<file path="config.mk">
export PLATFORM = sky130hd
export DESIGN_NAME = float_addsub_pipelined_param
export DESIGN_NICKNAME = d
export VERILOG_FILES = /design/src/rtl/float_addsub_pipelined_param.sv
export SDC_FILE = /design/constraint.sdc
export NUM_CORES = 1
export LEC_CHECK = 0
export ABC_AREA = 1
export CELL_PAD_IN_SITES_DETAIL_PLACEMENT = 1
export CELL_PAD_IN_SITES_GLOBAL_PLACEMENT = 2
export CORE_MARGIN = 4
export CORE_UTILIZATION = 37
export CTS_CLUSTER_DIAMETER = 200
export DETAILED_ROUTE_END_ITERATION = 12
export HOLD_SLACK_MARGIN = 0.12
export PLACE_DENSITY = 0.85
export SLEW_MARGIN = 0
export SYNTH_ARGS = -nofsm -noshare
export SYNTH_HDL_FRONTEND = slang
export SYNTH_SLANG_ARGS = --single-unit
</file>
<file path="constraint.sdc">
create_clock -name clk -period 12.3 [get_ports clk]
set_input_delay 3.69 -clock clk [delete_from_list [all_inputs] [get_ports clk]]
set_output_delay 3.69 -clock clk [all_outputs]
set_load 0.03 [all_outputs]
</file>
<file path="src/rtl/float_addsub_pipelined_param.sv">
// float_addsub_pipelined_param: 4-stage parametrised FP add/sub, RNE, valid/ready.
// Define FLOAT_ADDSUB_FTZ_EN to flush subnormal inputs and results to zero.
module float_addsub_pipelined_param #(
  parameter int EXP_W = 5,
  parameter int MAN_W = 10
) (
  input  logic                   clk,
  input  logic                   rst,
  input  logic                   valid_in,
  output logic                   ready_in,
  input  logic                   op,
  input  logic [EXP_W+MAN_W:0]   num1,
  input  logic [EXP_W+MAN_W:0]   num2,
  output logic                   valid_out,
  input  logic                   ready_out,
  output logic [EXP_W+MAN_W:0]   result,
  output logic                   overflow,
  output logic                   zero,
  output logic                   NaN,
  output logic                   precisionLost
);

  localparam int W      = 1 + EXP_W + MAN_W;
  localparam int MW     = MAN_W + 1;
  localparam int GW     = MAN_W + 4;
  localparam int SW     = MAN_W + 5;
  localparam int TW     = MW + GW - 1;
  localparam int AW     = $clog2(MAN_W + 4);
  localparam int LW     = $clog2(GW + 1);
  localparam int EMAX_I = (2 ** EXP_W) - 1;

  localparam logic [EXP_W-1:0] EMAX = '1;
  localparam logic [MAN_W-1:0] MZ   = '0;
  localparam logic [W-1:0] QNAN =
    {1'b0, EMAX, 1'b1, {(MAN_W-1){1'b0}}};

  typedef struct packed {
    logic             s;
    logic [EXP_W-1:0] e;
    logic [MW-1:0]    m;
    logic             nan;
    logic             inf;
  } unp_t;

  typedef struct packed {
    logic             vld;
    logic             sa;
    logic             sb;
    logic [EXP_W-1:0] ea;
    logic [EXP_W-1:0] eb;
    logic [MW-1:0]    ma;
    logic [MW-1:0]    mb;
    logic             nan;
    logic             inf;
    logic             inf_s;
  } s1_t;

  typedef struct packed {
    logic             vld;
    logic             sa;
    logic             sub;
    logic             zs;
    logic [EXP_W-1:0] ea;
    logic [GW-1:0]    a;
    logic [GW-1:0]    b;
    logic             nan;
    logic             inf;
    logic             inf_s;
  } s2_t;

  typedef struct packed {
    logic             vld;
    logic             sa;
    logic             zs;
    logic [EXP_W-1:0] ea;
    logic [SW-1:0]    sum;
    logic [LW-1:0]    lz;
    logic             nan;
    logic             inf;
    logic             inf_s;
  } s3_t;

  function automatic unp_t unpack(
    input logic [W-1:0] x,
    input logic         flip
  );
    unp_t             u;
    logic [EXP_W-1:0] ex;
    logic [MAN_W-1:0] fr;
    ex    = x[W-2:MAN_W];
    fr    = x[MAN_W-1:0];
    u.s   = x[W-1] ^ flip;
    u.nan = (ex == EMAX) && (fr != '0);
    u.inf = (ex == EMAX) && (fr == '0);
`ifdef FLOAT_ADDSUB_FTZ_EN
    if (ex == '0) fr = '0;
`endif
    u.e = (ex == '0) ? EXP_W'(1) : ex;
    u.m = {ex != '0, fr};
    return u;
  endfunction

  logic stall;
  s1_t  s1_d, s1_q;
  s2_t  s2_d, s2_q;
  s3_t  s3_d, s3_q;

  assign stall    = valid_out & ~ready_out;
  assign ready_in = ~stall;

  // stage 1: unpack, classify, order by magnitude
  unp_t ua, ub;
  logic swap;

  always_comb begin
    ua   = unpack(num1, 1'b0);
    ub   = unpack(num2, op);
    swap = {ub.e, ub.m} > {ua.e, ua.m};
    s1_d       = '0;
    s1_d.vld   = valid_in;
    s1_d.nan   = ua.nan | ub.nan |
                 (ua.inf & ub.inf & (ua.s ^ ub.s));
    s1_d.inf   = ua.inf | ub.inf;
    s1_d.inf_s = ua.inf ? ua.s : ub.s;
    s1_d.sa    = swap ? ub.s : ua.s;
    s1_d.sb    = swap ? ua.s : ub.s;
    s1_d.ea    = swap ? ub.e : ua.e;
    s1_d.eb    = swap ? ua.e : ub.e;
    s1_d.ma    = swap ? ub.m : ua.m;
    s1_d.mb    = swap ? ua.m : ub.m;
  end

  // stage 2: align B with guard/round/sticky
  int            diff;
  logic [AW-1:0] sh;
  logic [TW-1:0] wide;

  always_comb begin
    diff = int'(s1_q.ea) - int'(s1_q.eb);
    sh   = (diff >= MAN_W + 3) ?
           AW'(MAN_W + 3) : AW'(diff);
    wide = {s1_q.mb, {(GW-1){1'b0}}} >> sh;
    s2_d       = '0;
    s2_d.vld   = s1_q.vld;
    s2_d.sa    = s1_q.sa;
    s2_d.sub   = s1_q.sa ^ s1_q.sb;
    s2_d.zs    = s1_q.sa & s1_q.sb;
    s2_d.ea    = s1_q.ea;
    s2_d.a     = {s1_q.ma, 3'b000};
    s2_d.b     = {wide[TW-1 -: GW-1], |wide[MW-1:0]};
    s2_d.nan   = s1_q.nan;
    s2_d.inf   = s1_q.inf;
    s2_d.inf_s = s1_q.inf_s;
  end

  // stage 3: magnitude add/sub and leading-zero count
  logic [SW-1:0] sum;
  logic [LW-1:0] lz;

  always_comb begin
    sum = s2_q.sub ?
          ({1'b0, s2_q.a} - {1'b0, s2_q.b}) :
          ({1'b0, s2_q.a} + {1'b0, s2_q.b});
    lz = LW'(GW);
    for (int i = 0; i < GW; i++)
      if (sum[i]) lz = LW'(GW - 1 - i);
    s3_d       = '0;
    s3_d.vld   = s2_q.vld;
    s3_d.sa    = s2_q.sa;
    s3_d.zs    = s2_q.zs;
    s3_d.ea    = s2_q.ea;
    s3_d.sum   = sum;
    s3_d.lz    = lz;
    s3_d.nan   = s2_q.nan;
    s3_d.inf   = s2_q.inf;
    s3_d.inf_s = s2_q.inf_s;
  end

  always_ff @(posedge clk or posedge rst) begin
    if (rst) begin
      s1_q <= '0;
      s2_q <= '0;
      s3_q <= '0;
    end else if (!stall) begin
      s1_q <= s1_d;
      s2_q <= s2_d;
      s3_q <= s3_d;
    end
  end

  // stage 4: normalise, round, pack, flag
  int            lim, lz_i, ls_i, e_i;
  logic [GW-1:0] n;
  logic [MW:0]   mr;
  logic          g, r, s, inc, flush, fin, sum_z;
  logic          sel_nan, sel_inf, sel_zero;
  logic          sel_fl, sel_ov;
  logic [W-1:0]  res_d;
  logic          ovf_d, nan_d, pl_d, zero_d;

  always_comb begin
    lim   = int'(s3_q.ea) - 1;
    lz_i  = int'(s3_q.lz);
    ls_i  = 0;
    flush = 1'b0;
    if (s3_q.sum[SW-1]) begin
      n   = {s3_q.sum[SW-1:2], s3_q.sum[1] | s3_q.sum[0]};
      e_i = int'(s3_q.ea) + 1;
    end else begin
`ifdef FLOAT_ADDSUB_FTZ_EN
      ls_i  = lz_i;
      flush = lz_i > lim;
`else
      ls_i  = (lz_i > lim) ? lim : lz_i;
`endif
      n   = s3_q.sum[GW-1:0] << ls_i;
      e_i = int'(s3_q.ea) - ls_i;
    end
    g   = n[2];
    r   = n[1];
    s   = n[0];
    inc = g & (r | s | n[3]);
    mr  = {1'b0, n[GW-1:3]} + (MW+1)'(inc);
    if (mr[MW]) begin
      mr  = mr >> 1;
      e_i = e_i + 1;
    end

    sum_z    = s3_q.sum == '0;
    fin      = ~s3_q.nan & ~s3_q.inf;
    sel_nan  = s3_q.nan;
    sel_inf  = s3_q.inf & ~s3_q.nan;
    sel_zero = fin & sum_z;
    sel_fl   = fin & ~sum_z & flush;
    sel_ov   = fin & ~sum_z & ~flush & (e_i >= EMAX_I);

    res_d = '0;
    ovf_d = 1'b0;
    nan_d = 1'b0;
    pl_d  = 1'b0;
    unique case (1'b1)
      sel_nan: begin
        res_d = QNAN;
        nan_d = 1'b1;
      end
      sel_inf:  res_d = {s3_q.inf_s, EMAX, MZ};
      sel_zero: res_d = {s3_q.zs, {(W-1){1'b0}}};
      sel_fl: begin
        res_d = {s3_q.sa, {(W-1){1'b0}}};
        pl_d  = 1'b1;
      end
      sel_ov: begin
        res_d = {s3_q.sa, EMAX, MZ};
        ovf_d = 1'b1;
        pl_d  = 1'b1;
      end
      default: begin
        res_d = {s3_q.sa,
                 mr[MW-1] ? e_i[EXP_W-1:0] : {EXP_W{1'b0}},
                 mr[MAN_W-1:0]};
        pl_d  = g | r | s;
      end
    endcase
    zero_d = res_d[W-2:0] == '0;
  end

  always_ff @(posedge clk or posedge rst) begin
    if (rst) begin
      valid_out     <= 1'b0;
      result        <= '0;
      overflow      <= 1'b0;
      zero          <= 1'b0;
      NaN           <= 1'b0;
      precisionLost <= 1'b0;
    end else if (!stall) begin
      valid_out <= s3_q.vld;
      if (s3_q.vld) begin
        result        <= res_d;
        overflow      <= ovf_d;
        zero          <= zero_d;
        NaN           <= nan_d;
        precisionLost <= pl_d;
      end
    end
  end

endmodule

</file>
# --- After elaboration in Yosys (flattened, before gate mapping) ---
# Index checks and enable logic that the tools add are counted.
classes:
  addsub: 8
  n_lt_le_gt_ge: 4
  bitwise_logic: 26
  eq_ne: 2
  n_reduce_logical: 17
  shifts: 2
  muxes: 35
op_table:
  columns: ["cell", "count"]
  rows:
  - ["$mux W32", 3]
  - ["$pmux W16 S4", 1]
  - ["$mux W4", 14]
  - ["$mux W11", 3]
  - ["$add A32 B2 Y32 const B", 1]
  - ["$ge A32 B6 Y1 const B", 1]
  - ["$shl A14 B32 Y14", 1]
  - ["$sub A6 B32 Y32", 1]
  - ["$logic_not A15 Y1", 2]
  - ["$mux W5", 5]
  - ["$shr A24 B4 Y24", 1]
  - ["$logic_not A10 Y1", 2]
  - ["$reduce_bool A10 Y1", 2]
  - ["$gt A16 B16 Y1", 1]
  - ["$add A14 B14 Y15", 1]
  - ["$mux W15", 1]
  - ["$sub A14 B14 Y15", 1]
  - ["$mux W14", 1]
  - ["$add A11 B1 Y12", 1]
  - ["$reduce_or A11 Y1", 1]
  - ["$and A1 B1 Y1", 10]
  - ["$eq A5 B5 Y1 const B", 2]
  - ["$logic_not A5 Y1", 2]
  - ["$reduce_bool A5 Y1", 2]
  - ["other kinds (14)", 34]
totals:
  out_inout_bits: 22
  inputBits: 37
  reg_bits: 126

# --- Depth between registers and ports, before layout ---
# Gate-level depths: netlist (run 1).
logic_depth:
  word_depth: 16
  depth_mapped: 48

# --- Least setup slack after synthesis (run 1) ---
# Ideal clock, no wire load.
synth_timing:
  path_kind: "input to output"
  start: "input ready_out"
  end: "output ready_in"
  setup_slack_ps: 4111
  arrival_time_ps: 4499
  path_stages: 3
  path_cell_list: "nor2_1 inv_2 clkbuf_1"
synth_between:
  elab_chain_cells: 3
synth_lines:
  columns: ["item", "line", "source"]
  rows:
  - ["from (decl)", "15", "input logic ready_out,"]
  - ["$not A1 Y1", "108", "assign stall = valid_out & ~ready_out;"]
  - ["$and A1 B1 Y1", "108", null]
  - ["$not A1 Y1 (no line)", null, null]
  - ["to (decl)", "10", "output logic ready_in,"]
# Every way passes these cells.

# --- Final worst setup path (run 1) ---
# Same ends and word-level chain as after synthesis.

==> results of run 1 <==
-- flip-flops by register name (all words and copies together), names as in the netlist --
register,flops
sel_nan,1
NaN,1
lz_i,4
s1_q,38
s2_q,37
zero,1
s3_q,25
precisionLost,1
result,16
valid_out,1
overflow,1
-- layout by cell type, fill, tap and decap left out, drive strengths merged --
master,n
a211oi,1
a21boi,1
a21oi,50
a31oi,4
a41oi,1
and2,2
and3,1
buf,6
bufinv,3
clkbuf,18
clkdlybuf4s50,58
clkinv,7
clkinvlp,1
dfrtp,126
fa,2
ha,63
inv,196
mux2i,1
nand2,485
nand3,134
nand3b,7
nand4,23
nor2,147
nor3,13
nor4,7
o2111ai,1
o211ai,8
o21a,5
o21ai,171
o21bai,7
o221ai,7
o22ai,20
o311ai,1
o31ai,9
o32ai,1
or2,7
xnor2,5
xor2,27
-- worst paths after layout --
check / slack, ns / to / from / cells after the start
min in group asynchronous: 3.77 / s3_q[8]$_DFFE_PP0N_ / rst / 2
setup / recovery: 3.15 / ready_in / ready_out / 5
max in group asynchronous: 7.20 / result[14]$_DFFE_PP0P_ / rst / 3
hold reg to reg: 0.47 / valid_out$_DFFE_PP0N_ / s3_q[29]$_DFFE_PP0N_ / 2
hold / removal: 0.47 / valid_out$_DFFE_PP0N_ / s3_q[29]$_DFFE_PP0N_ / 2
setup reg to reg: 5.48 / zero$_DFFE_PP0P_ / s3_q[23]$_DFFE_PP0N_ / 41
-- area by class of cell --
class | instances | area, um2
Fill cell | 3662 | 16110
Multi-Input combinational cell | 1211 | 6455
Sequential cell | 126 | 3153
Inverter | 193 | 732.0
Timing Repair Buffer | 64 | 625.6
Tap cell | 378 | 473.0
Clock buffer | 18 | 429.2
Clock inverter | 14 | 183.9
-- worst max-delay path: stages --
cell             delay [ns]
clkdlybuf4s50_1        0.45
nor2_4                 0.11
buf_4                  0.47
inv_2                  0.07
clkdlybuf4s50_1        0.61
-- kinds of logic after synthesis --
| kind of cell | share of synthesized area |
|---|---|
| simple gates | 0.3465 |
| compound gates | 0.1522 |
| buf+inv | 0.1014 |
| flops | 0.2951 |
| fa+ha+maj | 0.07753 |
| xor+xnor | 0.02623 |
| mux | 0.0009369 |
-- layer usage --
metal  global-route usage  vias up  share of wire
met5                    0        -              0
met4              0.04737        0          0.015
met3              0.02152       32          0.017
met2               0.3801       96           0.50
met1               0.2679     4957           0.46
li1                     -     5238              -
-- per-stage QoR --
step | cell area (um2) | setup slack (ns) | std cells
floorplan | 10680 | 4.111 | 1592
global placement | 11440 | 3.157 | 1972
detailed placement | 11440 | 3.149 | 1972
CTS | 12050 | 3.133 | 2004
global route | 12050 | 3.027 | 2004
finish | 12050 | 3.151 | 2004
==> flow_summary_export.csv, run 1 <==
group,metric,value,unit
critical_path,path_max_fanout,62,
synthesis,synth_ff_type,"dfrtp_1",
min_path,hold_class,"reg2reg",
grt,grt_pass1_wl,54530,um
synthesis,synth_largest_area_cell,"dfrtp_1",
cts,root_buffer,"clkbuf_16",
cts,cts_tree,"built",
die,initial_core_util,0.3794,
critical_path,arrival,5.46,ns
timing,slew_viol_final,0,
timing,fin_setup_tns,0,ns
synthesis,synth_area_leaders,"dfrtp_1 30%, nand2_1 16%, ha_1 7.4%",
cts,clkLatencyLatePin,0.42,ns
place,port_buffers,58,
synthesis,async_flop_share,1.000,
place,place.gp.congestion,0.8711,
synthesis,yosys-top-cells-count,"460 x nand2_1, 182 x inv_1, 155 x o21ai_0",
synthesis,yosysSeqAreaShare,0.2951,
finish,area_delta_synth_final,12.80,%
synthesis,synth_nets,1694,
synthesis,synth_top_area_share,0.2951,
synthesis,syn_area_per_cell,6.711,um2
synthesis,synth-edff-count,0,
job,max-cap-violations,0,
route,wl_per_cell,15.89,um
cts,cts_resized,0,
timing,timing.hold.ws,0.4709,ns
route,via_per_inst,5.151,
die,dieArea,0.03166,mm2
cts,htree_levels,4,
critical_path,cp-end-kind,"output pin",
die,die_w,177.9,um
grt,grt_antenna_before_repair,0,
die,num_rows,61,
finish,layout-drive-gt1-share,0.07380,
critical_path,crit_type,"in2out",
finish,final_nets,1715,
synthesis,synth_most_common_cell,"nand2_1",
grt,grt_overflow_total,0,
cts,holdBufCountCts,0,
cts,cts_max_path_buffers,2,
timing,relSlewSlack,0.3649,
finish,diodes,0,
timing,hold_viol,0,
route,first_pass_iters,4,
synthesis,synth-seq-cells,126,
grt,grt_max_degree,90,
timing,worst_slew_pin_slew,0.9491,ns
grt,grt.total_usage,0.2095,
synthesis,yosys_warnings,0,
route,dr_total_vias,10323,
die,fp.dieH,177.9,um
critical_path,crit_required,8.61,ns
timing,finalCritPeriodShare,0.7439,
critical_path,cp-start-kind,"input pin",
cts,path_clk_slew,0.06,ns
route,drcViolationCount,0,
route,wirelength,31850,um
timing,finClkSkew,0.01087,ns
place,dp_hpwl,24620,um
run_status,outcome,"finished, final reports clean",
synthesis,synthesis.area,0.01068,mm2
cts,cts-buffers-inserted,17,
route,postRouteAntennaNets,0,
synthesis,synth_cell_type_count,55,
synthesis,syn-instance-count,1592,
cts,cts.sinks,126,
timing,rsz0062_at_grt,"no",
timing,setup_viol,0,
die,boundaryPins,59,
die,coreArea,0.02816,mm2
finish,fin_util,0.4279,
route,drtIter0Drc,458,
timing,final.min_clock_period,9.149,ns
grt,first_global_vias,11006,
timing,fmax,0.1093,GHz
cts,cts_setup_buffers,0,
Power of run 1 is not shown: default switching activity piles up to over one toggle a cycle in this logic, so the estimate is an artifact.
==> run 2: changes to the inputs <==
Settings changed: CORE_UTILIZATION 37 to 31, PLACE_DENSITY 0.85 to 0.76.
Clock period 12.3 ns to 7.45 ns, I/O delays scaled along.
==> run 2 against run 1 <==
Compared with the run above: first-iteration DRC count rose by 14%; largest cell class unchanged; setup slack lost 2.1 ns; routed wire length rose by 7.6%; cell area up 0.78%; via count is essentially flat; global-route usage down 2.6 points; final cell count rose by 3.5%; die area up 18%; flip-flop and latch count did not move; critical path type is now reg2reg.
==> flow_summary_export.csv, run 2 (synthesis gave the netlist of run 1 again) <==
group,metric,value,unit
finish,fillers,4282,
cts,root_buffer,"clkbuf_16",
die,num_rows,67,
cts,cts-buffers-inserted,17,
timing,finClkSkew,0.007438,ns
route,dr_total_vias,10328,
critical_path,cp_num_cells,41,
timing,fin_setup_tns,0,ns
finish,fin_util,0.3595,
route,drtIter0Drc,524,
grt,grt.total_usage,0.1839,
critical_path,critPathSlowestCell,"dfrtp_1",
grt,grt_max_degree,90,
finish,area_delta_synth_final,13.68,%
run_status,outcome,"finished, final reports clean",
finish,final_nets,1715,
finish,largest_reg_flops,38,
timing,rsz0062_at_grt,"no",
cts,holdBufCountCts,0,
cts,cts.sinks,126,
grt,grt_antenna_before_repair,0,
die,initial_core_util,0.3162,
finish,diodes,0,
grt,grt_overflow_total,0,
finish,layout_common_cells,"460 x nand2_1, 181 x inv_1, 155 x o21ai_0",
critical_path,path_max_fanout,19,
place,dp_hpwl,26860,um
timing,setup_viol,0,
finish,top_regs,"s1_q: 38 flops, s2_q: 37 flops, s3_q: 25 flops",
route,drcViolationCount,0,
timing,slew_viol_final,0,
cts,cts_setup_buffers,0,
route,via_per_inst,4.980,
timing,hold_viol,0,
critical_path,cp-start-kind,"flop",
place,port_buffers,58,
cts,clkLatencyLatePin,0.42,ns
timing,fmax,0.1558,GHz
timing,final.min_clock_period,6.417,ns
critical_path,crit_type,"reg2reg",
route,postRouteAntennaNets,0,
route,wirelength,34260,um
grt,grt_pass1_wl,57440,um
grt,first_global_vias,10982,
min_path,hold_class,"reg2reg",
place,pre_cts_ws,1.037,ns
finish,layoutNonFillerInstCount,2074,
critical_path,crit_buf_inv,6,
place,place.gp.congestion,0.8677,
finish,layout-drive-gt1-share,0.07380,
critical_path,crit_required,7.81,ns
cts,cts_max_path_buffers,2,
min_path,whs_path_depth,2,
cts,cts_tree,"built",
critical_path,r2r_cells,41,
critical_path,cp-end-kind,"flop",
critical_path,cp_top_family,"simple AND/OR/NAND/NOR gates",
critical_path,arrival,6.78,ns
die,coreArea,0.03378,mm2
die,fp.dieH,193.6,um
timing,setup_ws,1.033,ns
route,wl_per_cell,16.52,um
cts,cts_resized,0,
die,boundaryPins,59,
job,max-cap-violations,0,
die,die_w,193.6,um
finish,top_register,"s1_q",
critical_path,slowest_delay,0.49,ns
cts,path_clk_slew,0.06,ns
finish,final_common_cell,"nand2_1",
place,place_inst,2042,
timing,relSlewSlack,0.3658,
cts,htree_levels,4,
route,first_pass_iters,5,
timing,finalCritPeriodShare,0.8614,
timing,worst_slew_pin_slew,0.9478,ns
die,dieArea,0.03750,mm2
[run 2: cell types whose count changed in the layout (fill, tap and decap cells not counted)]
cell	change
clkinv_4	-3
inv_8	-1
clkinvlp_4	+3
clkbuf_8	+2
inv_4	-1
[run 2: layout make-up]
type	count	area, um2	share of cell area
flip-flops and latches	126	3153	0.2596
multi-input cells	1211	6455	0.5315
inverters	193	734.5	0.06047
clock inverters	12	160.2	0.01319
clock buffers	20	456.7	0.03760
repair buffers	64	625.6	0.05151
well taps	448	560.5	0.04615
[run 2: worst paths after layout]
| check | start | to | slack (ns) |
|---|---|---|---|
| max | s3_q[22]$_DFFE_PP0N_ | zero$_DFFE_PP0P_ | 1.03 |
| min | s1_q[15]$_DFFE_PP0N_ | s2_q[21]$_DFFE_PP0N_ | 0.47 |
| max reg2reg | s3_q[22]$_DFFE_PP0N_ | zero$_DFFE_PP0P_ | 1.03 |
| min reg2reg | s1_q[15]$_DFFE_PP0N_ | s2_q[21]$_DFFE_PP0N_ | 0.47 |
| max in group asynchronous | rst | s2_q[5]$_DFFE_PP0N_ | 3.95 |
| min in group asynchronous | rst | s3_q[7]$_DFFE_PP0N_ | 2.28 |
[run 2: worst register-to-register path: cells and delay by family (launching register included)]
family          cells  cell delay [ns]
flops               1             0.49
compound gates      1             0.20
fa+ha+maj           5             1.20
simple gates       28             3.73
buf+inv             6             0.52
xor+xnor            1             0.25
[run 2: per-layer routing]
layer  global-route usage  routed length [um]
met1               0.2439               16800
met2               0.3274               16580
met3              0.01564                 522
met4              0.04039                 354
met5                    0                   0
[run 2: through the flow]
stage,hold WS [ns],cell area [um2]
after global placement,0.4533,11530
after floorplan,0.4317,10680
final,0.4671,12150
after CTS,0.4710,12150
after detailed placement,0.4554,11530
after global routing,0.5017,12150
Power of run 2 is left out for the same reason.
